File: src/rtl/cpu_boot_seq_pkg.sv
// Shared state encoding and default sizes for the cpu_boot_seq boot sequencer.
package cpu_boot_seq_pkg;

  localparam int unsigned DefDataW      = 32;
  localparam int unsigned DefRegN       = 32;
  localparam int unsigned DefImemDepth  = 256;
  localparam int unsigned DefHoldCycles = 4;

  typedef enum logic [2:0] {
    StRegInit = 3'd0,
    StImgLoad = 3'd1,
    StFill    = 3'd2,
    StHold    = 3'd3,
    StRun     = 3'd4,
    StFault   = 3'd5
  } boot_state_e;

  function automatic int unsigned max_w(int unsigned a, int unsigned b);
    return (a > b) ? a : b;
  endfunction

endpackage

File: src/rtl/boot_hold_cnt.sv
// Loadable down-counter with a terminal-count flag; used to time the core reset hold.
module boot_hold_cnt #(
  parameter int unsigned Width = 3
) (
  input  logic             clk_i,
  input  logic             rst_i,
  input  logic             load_i,
  input  logic [Width-1:0] load_val_i,
  input  logic             en_i,
  output logic             tc_o
);

  logic [Width-1:0] cnt_q, cnt_d;

  always_comb begin
    cnt_d = cnt_q;
    if (load_i) begin
      cnt_d = load_val_i;
    end else if (en_i && (cnt_q != '0)) begin
      cnt_d = cnt_q - 1'b1;
    end
  end

  always_ff @(posedge clk_i or posedge rst_i) begin
    if (rst_i) begin
      cnt_q <= '0;
    end else begin
      cnt_q <= cnt_d;
    end
  end

  assign tc_o = (cnt_q == '0);

endmodule

File: src/rtl/cpu_boot_seq.sv
// Boot sequencer: register-file init, instruction image load, timed core reset release.
// Optional zero fill of unused instruction memory is enabled by CPU_BOOT_ZERO_FILL_EN.
module cpu_boot_seq
  import cpu_boot_seq_pkg::*;
#(
  parameter int unsigned DATA_W      = DefDataW,
  parameter int unsigned REG_N       = DefRegN,
  parameter int unsigned REG_AW      = $clog2(REG_N),
  parameter int unsigned IMEM_DEPTH  = DefImemDepth,
  parameter int unsigned IMEM_AW     = $clog2(IMEM_DEPTH),
  parameter int unsigned HOLD_CYCLES = DefHoldCycles
) (
  input  logic               clock_i,
  input  logic               reset_i,
  input  logic               img_valid_i,
  output logic               img_ready_o,
  input  logic [DATA_W-1:0]  img_data_i,
  input  logic               img_last_i,
  output logic               rf_we_o,
  output logic [REG_AW-1:0]  rf_waddr_o,
  output logic [DATA_W-1:0]  rf_wdata_o,
  output logic               im_we_o,
  output logic [IMEM_AW-1:0] im_addr_o,
  output logic [DATA_W-1:0]  im_wdata_o,
  output logic               cpu_reset_o,
  output logic               done_o,
  output logic               err_o
);

  localparam int unsigned CntW  = max_w(REG_AW, IMEM_AW);
  localparam int unsigned HoldW = $clog2(HOLD_CYCLES + 1);

  localparam logic [CntW-1:0]  RegLast  = CntW'(REG_N - 1);
  localparam logic [CntW-1:0]  ImemLast = CntW'(IMEM_DEPTH - 1);
  localparam logic [HoldW-1:0] HoldLoad = HoldW'(HOLD_CYCLES - 1);

  boot_state_e     state_q;
  logic [CntW-1:0] cnt_q;
  logic            done_q, err_q, cpu_reset_q;
  logic            xfer, enter_hold, hold_tc;

  // Handshake is masked while reset is asserted so nothing is accepted during abort.
  assign img_ready_o = (state_q == StImgLoad) && !reset_i;
  assign xfer        = img_valid_i && img_ready_o;

  always_comb begin
    enter_hold = 1'b0;
    unique case (state_q)
      StImgLoad: begin
`ifdef CPU_BOOT_ZERO_FILL_EN
        enter_hold = xfer && img_last_i && (cnt_q == ImemLast);
`else
        enter_hold = xfer && img_last_i;
`endif
      end
`ifdef CPU_BOOT_ZERO_FILL_EN
      StFill:  enter_hold = (cnt_q == ImemLast);
`endif
      default: enter_hold = 1'b0;
    endcase
  end

  boot_hold_cnt #(
    .Width (HoldW)
  ) u_hold_cnt (
    .clk_i      (clock_i),
    .rst_i      (reset_i),
    .load_i     (enter_hold),
    .load_val_i (HoldLoad),
    .en_i       (state_q == StHold),
    .tc_o       (hold_tc)
  );

  always_ff @(posedge clock_i or posedge reset_i) begin
    if (reset_i) begin
      state_q     <= StRegInit;
      cnt_q       <= '0;
      done_q      <= 1'b0;
      err_q       <= 1'b0;
      cpu_reset_q <= 1'b0;
    end else begin
      unique case (state_q)
        StRegInit: begin
          if (cnt_q == RegLast) begin
            cnt_q   <= '0;
            state_q <= StImgLoad;
          end else begin
            cnt_q <= cnt_q + 1'b1;
          end
        end
        StImgLoad: begin
          if (xfer) begin
            if (!img_last_i && (cnt_q == ImemLast)) begin
              err_q   <= 1'b1;
              state_q <= StFault;
            end else begin
              cnt_q <= cnt_q + 1'b1;
              if (img_last_i) begin
                state_q <= enter_hold ? StHold : StFill;
              end
            end
          end
        end
`ifdef CPU_BOOT_ZERO_FILL_EN
        StFill: begin
          if (enter_hold) begin
            state_q <= StHold;
          end else begin
            cnt_q <= cnt_q + 1'b1;
          end
        end
`endif
        StHold: begin
          if (hold_tc) begin
            state_q     <= StRun;
            done_q      <= 1'b1;
            cpu_reset_q <= 1'b1;
          end
        end
        StRun, StFault: begin
          state_q <= state_q;
        end
        default: state_q <= StFault;
      endcase
    end
  end

  always_comb begin
    rf_we_o    = 1'b0;
    rf_waddr_o = '0;
    rf_wdata_o = '0;
    im_we_o    = 1'b0;
    im_addr_o  = '0;
    im_wdata_o = '0;
    if (!reset_i) begin
      unique case (state_q)
        StRegInit: begin
          rf_we_o    = 1'b1;
          rf_waddr_o = cnt_q[REG_AW-1:0];
          rf_wdata_o = DATA_W'(cnt_q[REG_AW-1:0]);
        end
        StImgLoad: begin
          im_we_o    = xfer;
          im_addr_o  = cnt_q[IMEM_AW-1:0];
          im_wdata_o = xfer ? img_data_i : '0;
        end
`ifdef CPU_BOOT_ZERO_FILL_EN
        StFill: begin
          im_we_o   = 1'b1;
          im_addr_o = cnt_q[IMEM_AW-1:0];
        end
`endif
        default: begin
          im_we_o = 1'b0;
        end
      endcase
    end
  end

  assign cpu_reset_o = cpu_reset_q;
  assign done_o      = done_q;
  assign err_o       = err_q;

endmodule

File: config.mk
export PLATFORM = sky130hd
export DESIGN_NAME = cpu_boot_seq
export DESIGN_NICKNAME = d
export VERILOG_FILES = /design/src/rtl/cpu_boot_seq_pkg.sv /design/src/rtl/boot_hold_cnt.sv /design/src/rtl/cpu_boot_seq.sv
export SDC_FILE = /design/constraint.sdc
export NUM_CORES = 1
export LEC_CHECK = 0
export BUFFER_PORTS_ARGS = -buffer_cell sky130_fd_sc_hd__buf_4
export CAP_MARGIN = 20
export CORE_ASPECT_RATIO = 0.5
export CORE_MARGIN = 1.5
export CORE_UTILIZATION = 43
export CTS_BUF_LIST = sky130_fd_sc_hd__clkbuf_8 sky130_fd_sc_hd__clkbuf_16
export DETAILED_ROUTE_END_ITERATION = 8
export PLACE_DENSITY = 0.86
export SLEW_MARGIN = 20
export SYNTH_ARGS = -nofsm -noshare
export SYNTH_HDL_FRONTEND = slang
export SYNTH_HIERARCHICAL = 1
export SYNTH_SLANG_ARGS = --single-unit
File: constraint.sdc
create_clock -name clock_i -period 3.25 [get_ports clock_i]
set_input_delay 0.325 -clock clock_i [delete_from_list [all_inputs] [get_ports clock_i]]
set_output_delay 0.325 -clock clock_i [all_outputs]
set_load 0.01 [all_outputs]
==> results.sh, run 1 <==
export IMPL_status="finished clean"
export IMPL_antenna_found_initial=0
export IMPL_core_area_mm2=0.00345
export IMPL_timing_final_hold_violations=0
export IMPL_hold_slack_ns=0.396
export IMPL_grt_pass1_wl_um=5780
export IMPL_synthToLayoutAreaGrowth_pct=40.1
export IMPL_ys_seq_area_share_pct=25.7
export IMPL_synth_top_cell_area_share_pct=25.7
export IMPL_cp_cell_sequence="dlygate4sd3_1, buf_4, nand2b_1, nor3_2, buf_4, and2_1, and2b_4, a221o_1"
export IMPL_peakVddDrop_v=0.000118
export IMPL_avgSynthCellArea_um2=8.75
export IMPL_crit_type="input port to flip-flop"
export IMPL_gp_congestion=0.840
export IMPL_synth_cell_area_mm2=0.00156
export IMPL_dp_hpwl_um=3170
export IMPL_antenna_cells=0
export IMPL_fin_util_pct=63.2
export IMPL_rrSetupSlack_ns=1.12
export IMPL_cts_tree="yes"
export IMPL_period_needed_ns=2.37
export IMPL_drive_gt1_share_pct=40.3
export IMPL_antenna_left=0
export IMPL_dpl_cell_area_mm2=0.00213
export IMPL_grt_total_usage_pct=18.8
export IMPL_htree_levels=1
export IMPL_hold_class="input port to flip-flop"
export IMPL_p_leak_nw=1.19
export IMPL_tns_ns=0
export IMPL_first_pass_iters=4
export IMPL_syn_inst=178
export IMPL_vias=1456
export IMPL_die_x_um=88.1
export IMPL_crit_slowest_cell="dlygate4sd3_1"
export IMPL_dr_first_iter_drc_count=43
export IMPL_end_kind="flip-flop"
export IMPL_synth_seq_cells=16
export IMPL_p_per_area_mw_per_mm2=187
export IMPL_remaining_drc_errors=0
export IMPL_synth_area_leaders="dfrtp_1 (26%), and2_1 (16%), buf_4 (16%)"
export IMPL_fp_dieH_um=45.6
export IMPL_clockBufferDepth=2
export IMPL_yosys_warnings=6
export IMPL_rows=15
export IMPL_setup_violations=0
export IMPL_min_period_over_period_pct=72.9
export IMPL_finalInstanceArea_mm2=0.00218
export IMPL_worst_path_buf_inv=3
export IMPL_drv_cap=0
export IMPL_fillers=290
export IMPL_cts_sinks=16
export IMPL_io_pins=119
export IMPL_critical_path_required_ns=3.38
export IMPL_nNetsFinal=304
export IMPL_start_util_pct=45.1
export IMPL_avgRoutedWirePerCell_um=12.6
export IMPL_max_stage_delay_ns=0.54
export IMPL_fin_skew_ns=0.00206
export IMPL_cts_setup_buffers=0
export IMPL_overflow=0
export IMPL_slew_limit_headroom_pct=59.6
export IMPL_root_buffer="clkbuf_8"
export IMPL_clk_pin_slew_ns=0.06
export IMPL_dp_slack_ns=1.16
export IMPL_wirelength_um=3950
export IMPL_cpMostUsedCell="buf_4"
export IMPL_viasPerCell=4.64
export IMPL_cp_arrival_ns=2.50
export IMPL_rsz0062_at_grt="no"
export IMPL_die_area_mm2=0.00401
export IMPL_worst_path_max_fanout=35
export IMPL_critPathTopFamily="buffers and inverters"
export IMPL_grt_pass1_vias=1197
export IMPL_synthDistinctLibCells=41
export IMPL_startpoint_type="input port"
export IMPL_grt_max_degree=36
export IMPL_fmax_ghz=0.422
export IMPL_maxSlewViolCount=0
export IMPL_clock_latency_ns=0.25
export IMPL_port_buffers=91
export IMPL_setup_ws_ns=0.882
export IMPL_synth_area_leader_cell="dfrtp_1"
export IMPL_cts_buffers=3
export IMPL_worst_pin_slew_ns=0.606
synthesized netlist by cell type (all sizes together):
cell type and count:
o21bai 1, a21oi 7, a21boi 2, o2bb2ai 1, nor3 4, nand4b 1, ha 3, o221ai 1
nand2 1, nand4 1, o21ai 1, mux2 3, a31oi 1, nand4bb 1, a221o 3, nor4b 6
or2 1, o211a 1, inv 6, and2b 1, nand2b 5, nor2b 4, dfrtp 16, xor2 4
nor2 4, conb 2, a21o 1, o31ai 1, and3 9, a22o 1, buf 39, nand3 3
and2 41, nand3b 1, or3 1
worst reg2reg max path, stage by stage (launching register included):
cell and delay (ns):
dfrtp_1 0.46, nand2b_1 0.27, nor3_2 0.14, buf_4 0.28, and2_1 0.34, and2b_4 0.23
a221o_1 0.30
report_power, final:
part / internal, W / leakage [nW] / switching (W) / total [W]
clock network: 0.0000820 / 0.0216 / 0.0000616 / 0.000144
registers: 0.000201 / 0.206 / 0.00000152 / 0.000202
logic: 0.0000326 / 0.967 / 0.0000302 / 0.0000628
total: 0.000316 / 1.19 / 0.0000933 / 0.000409
metal layers:
| layer | vias up | share of wire [%] | track usage [%] |
|---|---|---|---|
| li1 | 708 | - | - |
| met2 | 55 | 51 | 32.2 |
| met1 | 693 | 45 | 25.5 |
| met4 | 0 | 0 | 3.44 |
| met5 | - | 0 | 0 |
| met3 | 0 | 4.5 | 3.62 |
cell usage in the layout, fill, tap and decap left out, types with 2 or more instances in the layout:
cell	synthesis	routed
a21boi_1	2	2
a21oi_1	6	6
a221o_1	3	3
and2_1	41	41
and3_1	9	9
buf_4	34	92
clkbuf_8	0	3
conb_1	2	30
dfrtp_1	16	16
ha_1	3	3
inv_1	6	6
mux2_4	2	2
nand2b_1	5	5
nand3_1	3	3
nor2_1	4	4
nor2b_1	4	4
nor3_2	3	3
nor4b_1	4	4
nor4b_2	2	2
xor2_1	4	4
sequential cells by signal, summed over array words and instances, names as in the netlist:
register	flops
cnt_q	8
state_q	3
u_hold_cnt/cnt_q	3
cpu_reset_o	1
err_o	1
stage by stage:
| step | instances | power [W] |
|---|---|---|
| 2_1_floorplan | 206 | 0.000255 |
| 3_3_place_gp | 310 | 0.000265 |
| 3_5_place_dp | 310 | 0.000267 |
| 4_1_cts | 314 | 0.000412 |
| 5_1_grt | 314 | 0.000429 |
| 6_report | 314 | 0.000409 |
repair_timing:
| item | in CTS | in global routing |
|---|---|---|
| endpoints found under the setup margin | 0 | 0 |
| gates resized for setup | 0 | 0 |
| hold endpoints to repair | 3 | 0 |
| hold buffers | 1 | 0 |
cells by family (layout without fill, tap and decap cells):
kind of cell,after synthesis,count (layout),share of synthesized area [%]
other cells,2,30,0.482
xor+xnor,4,4,2.25
fa+ha+maj,3,3,2.41
mux,3,3,2.65
buf+inv,45,102,19.8
flops,16,16,25.7
compound gates,21,21,10.6
simple gates,84,84,36.1
path summary, 6_finish.rpt:
path | from | endpoint | cells after the start
hold / removal | img_last_i | state_q[1]$_DFFE_PP0P_ | 3
min in group asynchronous | reset_i | u_hold_cnt/cnt_q[2]$_DFFE_PP0P_ | 3
setup reg to reg | state_q[2]$_DFFE_PP0P_ | u_hold_cnt/cnt_q[0]$_DFFE_PP0P_ | 6
setup / recovery | reset_i | u_hold_cnt/cnt_q[0]$_DFFE_PP0P_ | 8
max in group asynchronous | reset_i | cnt_q[4]$_DFFE_PP0P_ | 3
hold reg to reg | err_o$_DFFE_PP0P_ | err_o$_DFFE_PP0P_ | 1
area by class of cell:
type / count / area (µm²) / share of cell area, %
Clock buffer: 3 / 41.3 / 1.89
Inverter: 6 / 22.5 / 1.03
Multi-Input combinational cell: 145 / 953 / 43.7
Sequential cell: 16 / 400 / 18.3
Tap cell: 51 / 63.8 / 2.92
Timing Repair Buffer: 93 / 701 / 32.1
(Power assumes the default switching activity.)
==> inputs of run 2 (changes only) <==
--- a/config.mk
+++ b/config.mk
@@ -5,14 +5,15 @@
 export SDC_FILE = /design/constraint.sdc
 export NUM_CORES = 1
 export LEC_CHECK = 0
+export ABC_AREA = 1
 export BUFFER_PORTS_ARGS = -buffer_cell sky130_fd_sc_hd__buf_4
 export CAP_MARGIN = 20
 export CORE_ASPECT_RATIO = 0.5
 export CORE_MARGIN = 1.5
-export CORE_UTILIZATION = 43
+export CORE_UTILIZATION = 37
 export CTS_BUF_LIST = sky130_fd_sc_hd__clkbuf_8 sky130_fd_sc_hd__clkbuf_16
 export DETAILED_ROUTE_END_ITERATION = 8
-export PLACE_DENSITY = 0.86
+export PLACE_DENSITY = 0.77
 export SLEW_MARGIN = 20
 export SYNTH_ARGS = -nofsm -noshare
 export SYNTH_HDL_FRONTEND = slang
==> constraint.sdc (replaced) <==
create_clock -name clock_i -period 1.96 [get_ports clock_i]
set_input_delay 0.196 -clock clock_i [delete_from_list [all_inputs] [get_ports clock_i]]
set_output_delay 0.196 -clock clock_i [all_outputs]
set_load 0.01 [all_outputs]
==> results.sh, run 2 <==
export IMPL_status="finished clean"
export IMPL_drv_cap=0
export IMPL_clk_pin_slew_ns=0.07
export IMPL_worst_path_max_fanout=34
export IMPL_placed_cells=400
export IMPL_p_int_w=0.000562
export IMPL_cp_cell_sequence="inv_1, nand3_2, nor2_4, nand2_8, nor2_1, buf_4"
export IMPL_htree_levels=1
export IMPL_nNetsFinal=392
export IMPL_synth_most_common_cell="inv_1"
export IMPL_power_w=0.000744
export IMPL_min_period_over_period_pct=93.3
export IMPL_fillers=384
export IMPL_synth_edf_count=0
export IMPL_share_seq_of_total_power_pct=44.3
export IMPL_synthDistinctLibCells=25
export IMPL_synth_top_cell_area_share_pct=24.1
export IMPL_netSwitchingFraction_pct=24.5
export IMPL_rows=16
export IMPL_layout_commonest_cell="buf_4"
export IMPL_synth_area_leaders="dfrtp_1 (24%), buf_4 (15%), inv_1 (13%)"
export IMPL_maxSlewViolCount=0
export IMPL_crit_type="flip-flop to output port"
export IMPL_yosys_warnings=6
export IMPL_cts_setup_buffers=0
export IMPL_start_util_pct=40.4
export IMPL_dp_slack_ns=0.392
export IMPL_core_area_mm2=0.00410
export IMPL_antenna_left=0
export IMPL_avgSynthCellArea_um2=6.33
export IMPL_peakVddDrop_v=0.000320
export IMPL_fin_util_pct=56.7
export IMPL_first_pass_iters=5
export IMPL_cts_buffers=3
export IMPL_critical_path_required_ns=1.76
export IMPL_viasPerCell=4.30
export IMPL_drive_gt1_share_pct=33.5
export IMPL_overflow=0
export IMPL_yosys_top_cells_count="inv_1 (59), nor2_1 (54), nand2_1 (39)"
export IMPL_cp_depth=6
export IMPL_grt_pass1_vias=1480
export IMPL_cp_arrival_ns=1.63
export IMPL_critPathTopFamily="simple AND/OR/NAND/NOR gates"
export IMPL_synth_area_leader_cell="dfrtp_1"
export IMPL_clockBufferDepth=2
export IMPL_end_kind="output port"
export IMPL_p_leak_nw=1.43
export IMPL_crit_slowest_cell="dfrtp_1"
export IMPL_grt_pass1_wl_um=6420
export IMPL_synth_cell_area_mm2=0.00166
export IMPL_largest_reg_flops=8
export IMPL_fmax_ghz=0.547
export IMPL_antenna_cells=0
export IMPL_fp_dieH_um=50.4
export IMPL_cts_tree="yes"
export IMPL_max_stage_delay_ns=0.43
export IMPL_gp_congestion=0.906
export IMPL_vias=1746
export IMPL_worst_path_buf_inv=2
export IMPL_hold_class="input port to asynchronous set/reset pin"
export IMPL_clock_latency_ns=0.26
export IMPL_cts_sinks=16
export IMPL_ys_seq_area_share_pct=24.1
export IMPL_synthFlopType="dfrtp_1"
export IMPL_fin_skew_ns=0.00445
export IMPL_die_area_mm2=0.00492
export IMPL_max_flop_register="cnt_q"
export IMPL_reg_largest_list="cnt_q (8), state_q (3), u_hold_cnt/cnt_q (3)"
export IMPL_dr_first_iter_drc_count=57
export IMPL_syn_inst=262
export IMPL_power_switching_w=0.000183
export IMPL_reg2reg_depth=9
export IMPL_final_cell_mix="buf_4 (92), inv_1 (59), nor2_1 (54)"
export IMPL_root_buffer="clkbuf_8"
export IMPL_io_pins=119
export IMPL_comb_power_share_pct=14.7
export IMPL_synthArstFlopShare_pct=100
export IMPL_port_buffers=91
export IMPL_wirelength_um=4200
export IMPL_setup_ws_ns=0.131
export IMPL_rsz0062_at_grt="no"
export IMPL_avgRoutedWirePerCell_um=10.3
export IMPL_synthToLayoutAreaGrowth_pct=40.3
export IMPL_tns_ns=0
export IMPL_grt_max_degree=35
export IMPL_startpoint_type="flip-flop"
export IMPL_pwr_share_clk_pct=41.0
export IMPL_remaining_drc_errors=0
export IMPL_p_per_area_mw_per_mm2=320
export IMPL_die_x_um=97.7
export IMPL_fin_cells=406
export IMPL_timing_final_hold_violations=0
export IMPL_grt_total_usage_pct=16.1
export IMPL_setup_violations=0
export IMPL_dp_hpwl_um=3460
export IMPL_period_needed_ns=1.83
export IMPL_antenna_found_initial=0
export IMPL_synth_seq_cells=16
-- run 2: cell types whose count changed after synthesis, moves of 7 or more --
cell	previous run	this run
inv_1	6	59
nor2_1	4	54
and2_1	41	0
nand2_1	0	39
and3_1	9	0
o21ai_0	0	9
nand3_1	3	10
-- run 2: final timing paths --
kind,from,end,slack (ns)
min in group clock_i,img_last_i,state_q[1]$_DFFE_PP0P_,0.28
max in group asynchronous,reset_i,cnt_q[4]$_DFFE_PP0P_,1.13
hold reg to reg,cpu_reset_o$_DFFE_PP0P_,cpu_reset_o$_DFFE_PP0P_,0.48
setup reg to reg,u_hold_cnt/cnt_q[0]$_DFFE_PP0P_,state_q[0]$_DFFE_PP0P_,0.44
hold / removal,reset_i,state_q[1]$_DFFE_PP0P_,0.1
setup / recovery,state_q[1]$_DFFE_PP0P_,im_wdata_o[17],0.13
-- run 2: cells by family (layout without fill, tap and decap cells) --
logic type	Yosys count	after routing	synth area share [%]
adders and majority gates	3	3	2.26
buffers and inverters	98	160	31.3
xor gates and xnor gates	4	4	2.11
and+or+nand+nor	119	119	32.3
other	2	30	0.453
DFF	16	16	24.1
AOI/OAI and AO/OA	20	20	7.47
-- run 2: what timing repair did --
action	CTS	global route
resized for setup	0	2
endpoints found under the hold margin	9	0
setup endpoints to repair	0	6
hold buffers	2	0
-- run 2: worst reg2reg max path: cells and delay by family (launching register included) --
kind	cells	cell delay (ns)
AND/OR/NAND/NOR	5	0.51
flip-flops	1	0.36
buffers and inverters	2	0.14
adder cells (fa/ha/maj)	2	0.41
-- run 2: cell type report --
class / instances / area [µm²] / share of cell area, %
multi-input cells: 176 / 856 / 36.8
repair buffers: 94 / 711 / 30.5
flip-flops and latches: 16 / 400 / 17.2
inverters: 62 / 238 / 10.2
well taps: 54 / 67.6 / 2.90
clock buffers: 4 / 55.1 / 2.37
-- run 2: routing by layer --
metal	vias to the layer above	global-route usage, %	part of all wire [%]
met5	-	0	0
met4	0	4.52	0.81
met3	4	4.46	7.3
met2	62	31.9	54
met1	799	16.9	38
li1	881	-	-
-- run 2: through the flow --
stage | instance area (µm²) | hold WS, ns
floorplan | 1760 | -0.0504
global placement | 2240 | 0.116
detailed placement | 2240 | 0.119
CTS | 2320 | 0.0549
global route | 2330 | 0.102
finish | 2330 | 0.0998
-- run 2: power by group through the flow --
stage	Sequential [W]	Combinational, W	Clock [W]
final	0.000330	0.000109	0.000305
after CTS	0.000330	0.000107	0.000313
after global routing	0.000330	0.000121	0.000321
after global placement	0.000336	0.000103	0
after detailed placement	0.000336	0.000104	0
after floorplan	0.000336	0.0000823	0
